===== config.mk =====
export PLATFORM = sky130hd
export DESIGN_NAME = nibble_prog_loader_flat
export DESIGN_NICKNAME = d
export VERILOG_FILES = /design/src/rtl/nibble_prog_loader_pkg.sv /design/src/rtl/nibble_prog_loader_if.sv /design/src/rtl/nibble_pair_assembler.sv /design/src/rtl/nibble_prog_loader.sv /design/src/flat_wrapper.sv
export SDC_FILE = /design/constraint.sdc
export NUM_CORES = 1
export LEC_CHECK = 0
export BUFFER_PORTS_ARGS = -buffer_cell sky130_fd_sc_hd__buf_4
export CAP_MARGIN = 10
export CORE_AREA = 2 2 86 64
export CTS_CLUSTER_DIAMETER = 30
export DETAILED_ROUTE_END_ITERATION = 7
export DIE_AREA = 0 0 88 66
export PLACE_DENSITY = 0.73
export SKIP_CTS_REPAIR_TIMING = 1
export SLEW_MARGIN = 5
export SYNTH_ARGS = -nofsm -noshare
export SYNTH_HDL_FRONTEND = slang
export SYNTH_SLANG_ARGS = --single-unit

===== constraint.sdc =====
create_clock -name clk -period 1.6 [get_ports clk]
set_clock_uncertainty 0.05 [all_clocks]
set_input_delay 0.08 -clock clk [delete_from_list [all_inputs] [get_ports clk]]
set_output_delay 0.08 -clock clk [all_outputs]
set_load 0.02 [all_outputs]

===== src/rtl/nibble_prog_loader_pkg.sv =====
// Shared types and widths for the Nibbler program loader.
package nibble_pkg;
   localparam int NIB_W       = 4;
   localparam int BYTE_W      = 8;
   localparam int ADDR_W      = 12;
   localparam int LEN_NIBBLES = 3;
   localparam int LEN_W       = LEN_NIBBLES * NIB_W;

   typedef enum logic [3:0] {
      IDLE, LEN0, LEN1, LEN2, HI, LO, WR, CHK, FIN
   } state_t;
endpackage


===== src/rtl/nibble_prog_loader_if.sv =====
// Nibble load stream plus program-memory write port.
// The master drives the stream; the slave (the loader) drives ready and the write port.
interface nibble_prog_loader_if #(
   parameter int ADDR_W = nibble_pkg::ADDR_W,
   parameter int BYTE_W = nibble_pkg::BYTE_W
);
   logic                         in_valid;
   logic [nibble_pkg::NIB_W-1:0] in_data;
   logic                         in_ready;
   logic                         prog_we;
   logic [ADDR_W-1:0]            prog_addr;
   logic [BYTE_W-1:0]            prog_wdata;

   modport master (
      output in_valid, in_data,
      input  in_ready, prog_we, prog_addr, prog_wdata
   );

   modport slave (
      input  in_valid, in_data,
      output in_ready, prog_we, prog_addr, prog_wdata
   );
endinterface


===== src/rtl/nibble_pair_assembler.sv =====
// Packs high/low nibbles into a program byte; keeps the running 4-bit
// frame checksum when NIBBLE_LOADER_CHECKSUM_EN is defined.
module nibble_pair_assembler
   import nibble_pkg::*;
(
   input  logic              clk,
   input  logic              reset,
`ifdef NIBBLE_LOADER_CHECKSUM_EN
   input  logic              clr,
   input  logic              ld_len,
   output logic [NIB_W-1:0]  csum,
`endif
   input  logic              ld_hi,
   input  logic              ld_lo,
   input  logic [NIB_W-1:0]  nib,
   output logic [BYTE_W-1:0] byte_o
);

   logic [NIB_W-1:0] hi_q, hi_d;
   logic [NIB_W-1:0] lo_q, lo_d;

   always_comb begin
      hi_d = hi_q;
      lo_d = lo_q;
      if (ld_hi) hi_d = nib;
      if (ld_lo) lo_d = nib;
   end

   always_ff @(posedge clk or negedge reset) begin
      if (!reset) begin
         hi_q <= '0;
         lo_q <= '0;
      end else begin
         hi_q <= hi_d;
         lo_q <= lo_d;
      end
   end

   assign byte_o = {hi_q, lo_q};

`ifdef NIBBLE_LOADER_CHECKSUM_EN
   logic [NIB_W-1:0] csum_q, csum_d;

   // Modulo-16 sum of every length and data nibble; wraps naturally.
   always_comb begin
      csum_d = csum_q;
      if (clr)
         csum_d = '0;
      else if (ld_len || ld_hi || ld_lo)
         csum_d = csum_q + nib;
   end

   always_ff @(posedge clk or negedge reset) begin
      if (!reset) csum_q <= '0;
      else        csum_q <= csum_d;
   end

   assign csum = csum_q;
`endif
endmodule


===== src/rtl/nibble_prog_loader.sv =====
// Fills the Nibbler program memory from a nibble stream and holds the core in
// reset while loading. Optional frame checksum: NIBBLE_LOADER_CHECKSUM_EN.
//
// state | meaning
// IDLE  | waiting for start; core_hold keeps its last value
// LEN0  | length nibble 2 (MSB)
// LEN1  | length nibble 1
// LEN2  | length nibble 0 (LSB); zero length skips data
// HI    | high nibble of the next byte
// LO    | low nibble of the next byte
// WR    | program write cycle, stream stalled
// CHK   | checksum nibble (checksum build only)
// FIN   | done pulse, core released
module nibble_prog_loader #(
   parameter int                ADDR_W    = nibble_pkg::ADDR_W,
   parameter int                BYTE_W    = nibble_pkg::BYTE_W,
   parameter logic [ADDR_W-1:0] BASE_ADDR = '0
) (
   input  logic                       clk,
   input  logic                       reset,
   input  logic                       start,
   input  logic                       abort,
   nibble_prog_loader_if.slave        bus,
   output logic                       core_hold,
   output logic                       busy,
   output logic                       done,
   output logic                       err
);
   import nibble_pkg::*;

`ifdef NIBBLE_LOADER_CHECKSUM_EN
   localparam state_t LAST_ST = CHK;
`else
   localparam state_t LAST_ST = FIN;
`endif

   state_t            state_q, state_d;
   logic              in_ready_q, in_ready_d;
   logic              core_hold_q, core_hold_d;
   logic              busy_q, busy_d;
   logic              err_q, err_d;
   logic [LEN_W-1:0]  len_q, len_d;
   logic [LEN_W-1:0]  idx_q, idx_d;
   logic [ADDR_W-1:0] addr_q, addr_d;
   logic              accept;
   logic              ld_hi, ld_lo;
   logic [BYTE_W-1:0] pair_byte;
`ifdef NIBBLE_LOADER_CHECKSUM_EN
   logic              csum_clr, ld_len;
   logic [NIB_W-1:0]  csum;
`endif

   assign accept = bus.in_valid && in_ready_q;

   always_comb begin
      state_d     = state_q;
      core_hold_d = core_hold_q;
      busy_d      = busy_q;
      err_d       = err_q;
      len_d       = len_q;
      idx_d       = idx_q;
      addr_d      = addr_q;
      ld_hi       = 1'b0;
      ld_lo       = 1'b0;
`ifdef NIBBLE_LOADER_CHECKSUM_EN
      csum_clr    = 1'b0;
      ld_len      = 1'b0;
`endif
      // abort beats acceptance; core stays held because the image is partial
      if (state_q != IDLE && abort) begin
         state_d = IDLE;
         err_d   = 1'b1;
         busy_d  = 1'b0;
      end else begin
         case (state_q)
            IDLE: if (start) begin
               state_d     = LEN0;
               core_hold_d = 1'b1;
               busy_d      = 1'b1;
               err_d       = 1'b0;
               len_d       = '0;
               idx_d       = '0;
`ifdef NIBBLE_LOADER_CHECKSUM_EN
               csum_clr    = 1'b1;
`endif
            end
            LEN0, LEN1, LEN2: if (accept) begin
               len_d = {len_q[LEN_W-NIB_W-1:0], bus.in_data};
`ifdef NIBBLE_LOADER_CHECKSUM_EN
               ld_len = 1'b1;
`endif
               if (state_q == LEN0)      state_d = LEN1;
               else if (state_q == LEN1) state_d = LEN2;
               else                      state_d = (len_d == '0) ? LAST_ST : HI;
            end
            HI: if (accept) begin
               ld_hi   = 1'b1;
               state_d = LO;
            end
            LO: if (accept) begin
               ld_lo   = 1'b1;
               addr_d  = BASE_ADDR + ADDR_W'(idx_q);
               idx_d   = idx_q + 1'b1;
               state_d = WR;
            end
            WR: state_d = (idx_q == len_q) ? LAST_ST : HI;
`ifdef NIBBLE_LOADER_CHECKSUM_EN
            CHK: if (accept) begin
               if (bus.in_data == csum) begin
                  state_d = FIN;
               end else begin
                  state_d = IDLE;
                  err_d   = 1'b1;
                  busy_d  = 1'b0;
               end
            end
`endif
            FIN:     state_d = IDLE;
            default: state_d = IDLE;
         endcase
         // FIN always exits next cycle, so state_d==FIN only on entry
         if (state_d == FIN) begin
            core_hold_d = 1'b0;
            busy_d      = 1'b0;
         end
      end
      in_ready_d = state_d inside {LEN0, LEN1, LEN2, HI, LO, CHK};
   end

   always_ff @(posedge clk or negedge reset) begin
      if (!reset) begin
         state_q     <= IDLE;
         in_ready_q  <= 1'b0;
         core_hold_q <= 1'b1;
         busy_q      <= 1'b0;
         err_q       <= 1'b0;
         len_q       <= '0;
         idx_q       <= '0;
         addr_q      <= '0;
      end else begin
         state_q     <= state_d;
         in_ready_q  <= in_ready_d;
         core_hold_q <= core_hold_d;
         busy_q      <= busy_d;
         err_q       <= err_d;
         len_q       <= len_d;
         idx_q       <= idx_d;
         addr_q      <= addr_d;
      end
   end

   nibble_pair_assembler u_pair (
      .clk    (clk),
      .reset  (reset),
`ifdef NIBBLE_LOADER_CHECKSUM_EN
      .clr    (csum_clr),
      .ld_len (ld_len),
      .csum   (csum),
`endif
      .ld_hi  (ld_hi),
      .ld_lo  (ld_lo),
      .nib    (bus.in_data),
      .byte_o (pair_byte)
   );

   assign bus.in_ready   = in_ready_q;
   assign bus.prog_we    = (state_q == WR) && !abort;
   assign bus.prog_addr  = addr_q;
   assign bus.prog_wdata = pair_byte;
   assign core_hold      = core_hold_q;
   assign busy           = busy_q;
   assign done           = (state_q == FIN);
   assign err            = err_q;
endmodule


===== src/flat_wrapper.sv =====
// flat-port wrapper written by rule: the top's interface ports become plain ports
module nibble_prog_loader_flat import nibble_pkg::*;
#(
   parameter int                ADDR_W    = nibble_pkg::ADDR_W,
   parameter int                BYTE_W    = nibble_pkg::BYTE_W,
   parameter logic [ADDR_W-1:0] BASE_ADDR = '0
)
  (clk, reset, start, abort, core_hold, busy, done, err, bus_in_valid, bus_in_data, bus_in_ready, bus_prog_we, bus_prog_addr, bus_prog_wdata);
  nibble_prog_loader_if #(.ADDR_W(ADDR_W), .BYTE_W(BYTE_W)) bus_i ();
  input  logic clk;
  input  logic reset;
  input  logic start;
  input  logic abort;
  output logic core_hold;
  output logic busy;
  output logic done;
  output logic err;
  input wire logic [$bits(bus_i.in_valid)-1:0] bus_in_valid;
  input wire logic [$bits(bus_i.in_data)-1:0] bus_in_data;
  output wire logic [$bits(bus_i.in_ready)-1:0] bus_in_ready;
  output wire logic [$bits(bus_i.prog_we)-1:0] bus_prog_we;
  output wire logic [$bits(bus_i.prog_addr)-1:0] bus_prog_addr;
  output wire logic [$bits(bus_i.prog_wdata)-1:0] bus_prog_wdata;
  assign bus_i.in_valid = bus_in_valid;
  assign bus_i.in_data = bus_in_data;
  assign bus_in_ready = bus_i.in_ready;
  assign bus_prog_we = bus_i.prog_we;
  assign bus_prog_addr = bus_i.prog_addr;
  assign bus_prog_wdata = bus_i.prog_wdata;
  nibble_prog_loader #(.ADDR_W(ADDR_W), .BYTE_W(BYTE_W), .BASE_ADDR(BASE_ADDR)) u_core (.clk(clk), .reset(reset), .start(start), .abort(abort), .bus(bus_i), .core_hold(core_hold), .busy(busy), .done(done), .err(err));
endmodule

==> impl_metrics.py, run 1 <==
metrics = {
    "hold_path": {
        "hold_path_end": "u_core.err",
        "hp-class": "input pin to flop",
        "min_from": "abort",
        "holdPathStages": 3,
    },
    "sta": {
        "finalCritPeriodShare_pct": 106,
        "final-hold-violation-count": 0,
        "period_minus_slack_ns": 1.70,
        "final-max-slew-violation-count": 0,
        "setup_slack_ns": -0.0998,
        "rsz0062_at_grt": "yes",
        "setup_viol": 37,
        "relSlewSlack_pct": 55.5,
        "worst_slew_pin_slew_ns": 0.667,
        "fin_setup_tns_ns": -2.07,
        "hold_ws_ns": 0.0910,
        "max_freq_mhz": 588,
    },
    "die": {
        "die_h_um": 66,
        "dieArea_sq_mm": 0.00581,
        "initial_core_util_pct": 49.2,
        "rows": 22,
        "dieWidth_um": 88,
        "core_sq_mm": 0.00498,
        "ios": 35,
    },
    "clock_tree": {
        "cts-htree-levels": 2,
        "cts_sinks": 52,
        "cts_buffers": 5,
        "cts_tree": "built",
        "cts_root_buf": "clkbuf_8",
        "cts_max_path_buffers": 2,
        "clkSlewWorstSetupHoldPaths_ns": 0.09,
        "clk-insertion-delay-late_ns": 0.31,
    },
    "placement": {
        "dpl_worst_slack_ns": -0.163,
        "gp_congestion": 0.979,
        "place_area_sq_mm": 0.00299,
        "port_buffers": 34,
        "placed_cells": 361,
        "hpwlAfterDp_mm": 3.89,
    },
    "logic_synthesis": {
        "synth_edf_count": 0,
        "yosys_register_bits": 52,
        "syn_nets": 246,
        "yosys_most_used_dff": "dfrtp_1",
        "synthArstFlopShare_pct": 100,
        "synth_cells": 236,
        "synth_area_sq_mm": 0.00245,
        "synth_warnings": 0,
        "ys_seq_area_share_pct": 53.1,
        "syn_avg_cell_area_sq_um": 10.4,
        "ys_types": 36,
    },
    "global_route": {
        "grt_pass1_vias": 1752,
        "grt_antenna_before_repair": 0,
        "grt_pass1_wl_mm": 8.69,
        "grt_max_degree": 53,
        "track_usage_pct": 19.7,
        "grt_overflow_total": 0,
    },
    "worst_setup_path": {
        "worstPathRequired_ns": 1.47,
        "rr_endpoint": "u_core.bus.prog_addr[10]",
        "worst_setup_path_start_kind": "flop",
        "cp.arrival_ns": 1.57,
        "crit_fanout": 6,
        "cpLargestDelayFamily": "simple AND/OR/NAND/NOR gates",
        "critical-path-max-stage-delay_ns": 0.45,
        "rr_startpoint": "u_core.state_q[1]",
        "cp_num_buf_inv": 2,
        "worst_path_max_delay_cell": "dfrtp_2",
        "ff2ff_setup_slack_ns": -0.1,
        "path_class": "flop to output port",
        "end_kind": "output port",
        "crit_top_cell": "buf_6",
        "ff2ff_path_depth": 5,
        "path_cells": "nand2b_4, buf_6, nor3b_4, nor2b_4, buf_6",
    },
    "layout": {
        "fill_cells": 403,
        "drive_above_1_share_pct": 39.3,
        "fin_cells": 385,
        "utilization_pct": 68.0,
        "antennaDiodeCount": 0,
        "nets": 322,
        "area_delta_synth_final_pct": 38.3,
        "multi_input_area_sq_mm": 0.00124,
        "register_area_sq_mm": 0.00131,
        "finalInstanceArea_sq_mm": 0.00339,
    },
    "power": {
        "leakage_nw": 1.57,
        "ir_drop_mv": 0.980,
        "p_per_area_mw_per_mm2": 1380,
        "power_mw": 4.68,
    },
    "route": {
        "viasPerCell": 5.13,
        "drt-initial-drc-count": 138,
        "first_pass_iters": 4,
        "antenna_left": 0,
        "wl_mm": 6.25,
        "vias": 1974,
        "drc": 0,
        "wl_per_cell_um": 16.2,
    },
    "run_status": {
        "violations": "negative setup slack",
        "status": "finished, violations left",
    },
    "flow_run": {
        "drv_cap": 0,
    },
}
Yosys cell counts (all sizes together) (2+ instances only):
cell / instances / area share (%)
nand3: 9 / 1.8
a21oi: 7 / 1.6
clkbuf: 2 / 0.36
nand4: 8 / 2.0
buf: 8 / 2.1
o21bai: 2 / 0.61
and3: 2 / 0.51
mux2: 20 / 9.2
dfrtp: 51 / 52
nor3b: 2 / 0.61
xnor2: 12 / 4.3
nand2b: 3 / 0.87
nor3: 6 / 1.2
xor2: 10 / 3.6
o21ai: 15 / 3.1
nand2: 40 / 6.1
nor2: 23 / 3.5
nor4: 3 / 0.77
logic make-up after synthesis:
kind of cell	Yosys count	share of synthesized area (%)
mux	21	9.60
buf+inv	11	2.60
compound gates	28	6.69
xor+xnor	22	7.86
fa+ha+maj	1	0.510
simple gates	101	19.6
flops	52	53.1
registers in the layout (all words and copies together) (netlist names), 4 cells and up:
name and flops:
u_core.bus.prog_addr 12, u_core.u_pair.hi_q 4, u_core.u_pair.lo_q 4, u_core.state_q 4, u_core.len_q 12, u_core.idx_q 12
how the worst max path moves through the flow:
stage / startpoint / end / cells after the start / slack (ns)
2_1_floorplan: u_core.bus.in_ready / u_core.u_pair.lo_q[0] / 5 / -0.01
3_3_place_gp: u_core.state_q[0] / u_core.len_q[6] / 5 / -0.09
3_5_place_dp: u_core.state_q[1] / u_core.len_q[0] / 5 / -0.16
4_1_cts: u_core.state_q[3] / bus_prog_we / 5 / -0.22
5_1_grt: u_core.state_q[2] / u_core.len_q[0] / 5 / -0.21
6_report: u_core.state_q[3] / bus_prog_we / 5 / -0.1
where the power goes:
group	leakage [nW]	total, mW	internal, mW	switching [mW]
Clock	0.0422	0.724	0.308	0.416
Sequential	0.692	1.89	1.61	0.277
Combinational	0.835	2.07	0.973	1.10
Total	1.57	4.68	2.89	1.79
area by class of cell:
cell class / instances / share of cell area (%)
well taps: 72 / 2.66
flip-flops and latches: 52 / 38.6
repair buffers: 79 / 19.8
multi-input cells: 173 / 36.5
clock buffers: 7 / 2.25
inverters: 1 / 0.111
clock inverters: 1 / 0.148
cell usage in the layout (no fill, tap or decap), types with 7 or more instances in the layout:
cell,instances
nor2_1,23
xor2_1,10
nand2_1,38
xnor2_1,10
dfrtp_1,47
mux2_4,13
buf_4,66
nand4_1,8
mux2_2,7
o21ai_0,15
worst reg2reg max path, stage by stage (launching register included):
cell     delay, ns
dfrtp_1       0.39
buf_4         0.18
nor4b_4       0.29
buf_4         0.20
buf_12        0.15
mux2_2        0.33
metal layers:
metal	vias to the layer above	track usage, %	routed length [um]
li1	959	-	-
met1	951	29.7	3110
met2	57	29.4	2800
met3	7	4.37	285
met4	0	4.04	53
met5	-	0	0
Note: power is estimated with default switching activity, not from simulation.
==> run 2, diff against run 1 <==
REMOVE_ABC_BUFFERS = 1   (was unset)
SLEW_MARGIN = 20   (was 5)
==> run 2 against run 1 <==
The run still ends with negative setup slack left; global-route usage rose by 0.14 points; register-to-register slack improved by 0.07 ns; sequential power barely moved; clock power rose by 6.9%; flip-flop and latch count did not move; critical path type unchanged.
==> impl_metrics.py, run 2 (synthesis results as in run 1) <==
metrics = {
    "run_status": {
        "status": "finished, violations left",
        "violations": "negative setup slack",
    },
    "global_route": {
        "grt_pass1_vias": 1751,
        "grt_antenna_before_repair": 0,
        "grt_pass1_wl_mm": 8.68,
        "grt_overflow_total": 0,
        "grt_max_degree": 53,
        "track_usage_pct": 19.9,
    },
    "power": {
        "power_mw": 4.64,
        "ir_drop_mv": 1.02,
        "p_per_area_mw_per_mm2": 1390,
        "leakage_nw": 1.53,
    },
    "worst_setup_path": {
        "path_cells": "nand2b_4, buf_6, nor3b_4, nor2b_1, buf_4",
        "end_kind": "output port",
        "cp.arrival_ns": 1.51,
        "crit_fanout": 6,
        "path_class": "flop to output port",
        "critical-path-max-stage-delay_ns": 0.48,
        "worstPathRequired_ns": 1.47,
        "worst_setup_path_start_kind": "flop",
        "cp_num_buf_inv": 2,
        "cpLargestDelayFamily": "flip-flops",
        "worst_path_max_delay_cell": "dfrtp_2",
    },
    "layout": {
        "multi_input_area_sq_mm": 0.00119,
        "drive_above_1_share_pct": 39.2,
        "area_delta_synth_final_pct": 36.2,
        "fill_cells": 382,
        "register_area_sq_mm": 0.00131,
        "final_cell_mix": "buf_4, dfrtp_1, nand2_1",
        "utilization_pct": 67.0,
        "nets": 318,
        "antennaDiodeCount": 0,
        "layout_commonest_cell": "buf_4",
    },
    "route": {
        "drc": 0,
        "viasPerCell": 5.16,
        "vias": 1966,
        "antenna_left": 0,
        "wl_per_cell_um": 14.9,
        "wl_mm": 5.69,
        "first_pass_iters": 4,
        "drt-initial-drc-count": 132,
    },
    "sta": {
        "relSlewSlack_pct": 57.5,
        "final-max-slew-violation-count": 0,
        "final-hold-violation-count": 0,
        "setup_slack_ns": -0.0358,
        "fin_setup_tns_ns": -0.0862,
        "max_freq_mhz": 611,
        "period_minus_slack_ns": 1.64,
        "hold_ws_ns": 0.122,
        "setup_viol": 8,
        "finalCritPeriodShare_pct": 102,
        "rsz0062_at_grt": "yes",
        "worst_slew_pin_slew_ns": 0.637,
    },
    "placement": {
        "dpl_worst_slack_ns": -0.0640,
        "gp_congestion": 0.880,
        "port_buffers": 34,
        "hpwlAfterDp_mm": 3.86,
    },
    "clock_tree": {
        "cts_sinks": 52,
        "cts_buffers": 5,
        "cts_tree": "built",
        "clk-insertion-delay-late_ns": 0.32,
        "cts-htree-levels": 2,
        "cts_root_buf": "clkbuf_8",
        "cts_max_path_buffers": 2,
        "clkSlewWorstSetupHoldPaths_ns": 0.09,
    },
    "die": {
        "ios": 35,
        "core_sq_mm": 0.00498,
        "die_h_um": 66,
        "dieWidth_um": 88,
        "rows": 22,
        "dieArea_sq_mm": 0.00581,
        "initial_core_util_pct": 49.2,
    },
    "flow_run": {
        "drv_cap": 0,
    },
    "hold_path": {
        "hp-class": "input pin to flop",
    },
}
-- run 2: cell count changes in the layout (fill, tap and decap cells not counted), moves of 2 or more --
| cell | before | now |
|---|---|---|
| mux2_2 | 7 | 12 |
| nor2_1 | 23 | 21 |
| buf_4 | 66 | 61 |
| mux2_4 | 13 | 8 |
| clkbuf_1 | 2 | 0 |
-- run 2: final timing paths --
path / from / end / slack, ns / depth (start not counted)
max: u_core.state_q[2] / bus_prog_we / -0.04 / 5
min reg2reg: u_core.err / u_core.err / 0.45 / 2
max reg2reg: u_core.state_q[0] / u_core.bus.prog_addr[3] / -0.03 / 5
min: start / u_core.err / 0.12 / 4
min in group asynchronous: reset / u_core.u_pair.hi_q[2] / 0.26 / 2
max in group asynchronous: reset / u_core.idx_q[0] / 0.76 / 2
-- run 2: final cells by class --
class	count	area share, %
flip-flops and latches	52	39.2
multi-input cells	173	35.7
repair buffers	75	19.6
well taps	72	2.70
clock buffers	5	2.06
clock inverters	3	0.637
inverters	1	0.112
-- run 2: tightest hold or removal path, cell delays in order --
cell and delay (ns):
buf_4 0.10, nand3_1 0.13, nand2_1 0.10, nand2_1 0.04
-- run 2: routing by layer --
metal	GRT usage [%]	share of wire (%)	up-vias	routed length (um)
met1	31.4	52	961	2940
met2	27.1	43	49	2450
met3	3.75	4.2	7	241
li1	-	-	949	-
met4	6.54	1.1	0	61
met5	0	0	-	0
-- run 2: through the flow --
step	instance area (sq um)	std cells
2_1_floorplan	2390	226
3_3_place_gp	2960	359
3_5_place_dp	2960	359
4_1_cts	3050	367
5_1_grt	3340	381
6_report	3340	381
-- run 2: report_power, final --
part           leakage [nW]  internal [mW]  switching [mW]  total, mW
registers             0.690           1.61           0.281       1.89
logic                 0.799          0.965            1.01       1.97
clock network        0.0445          0.311           0.463      0.774
total                  1.53           2.88            1.75       4.64
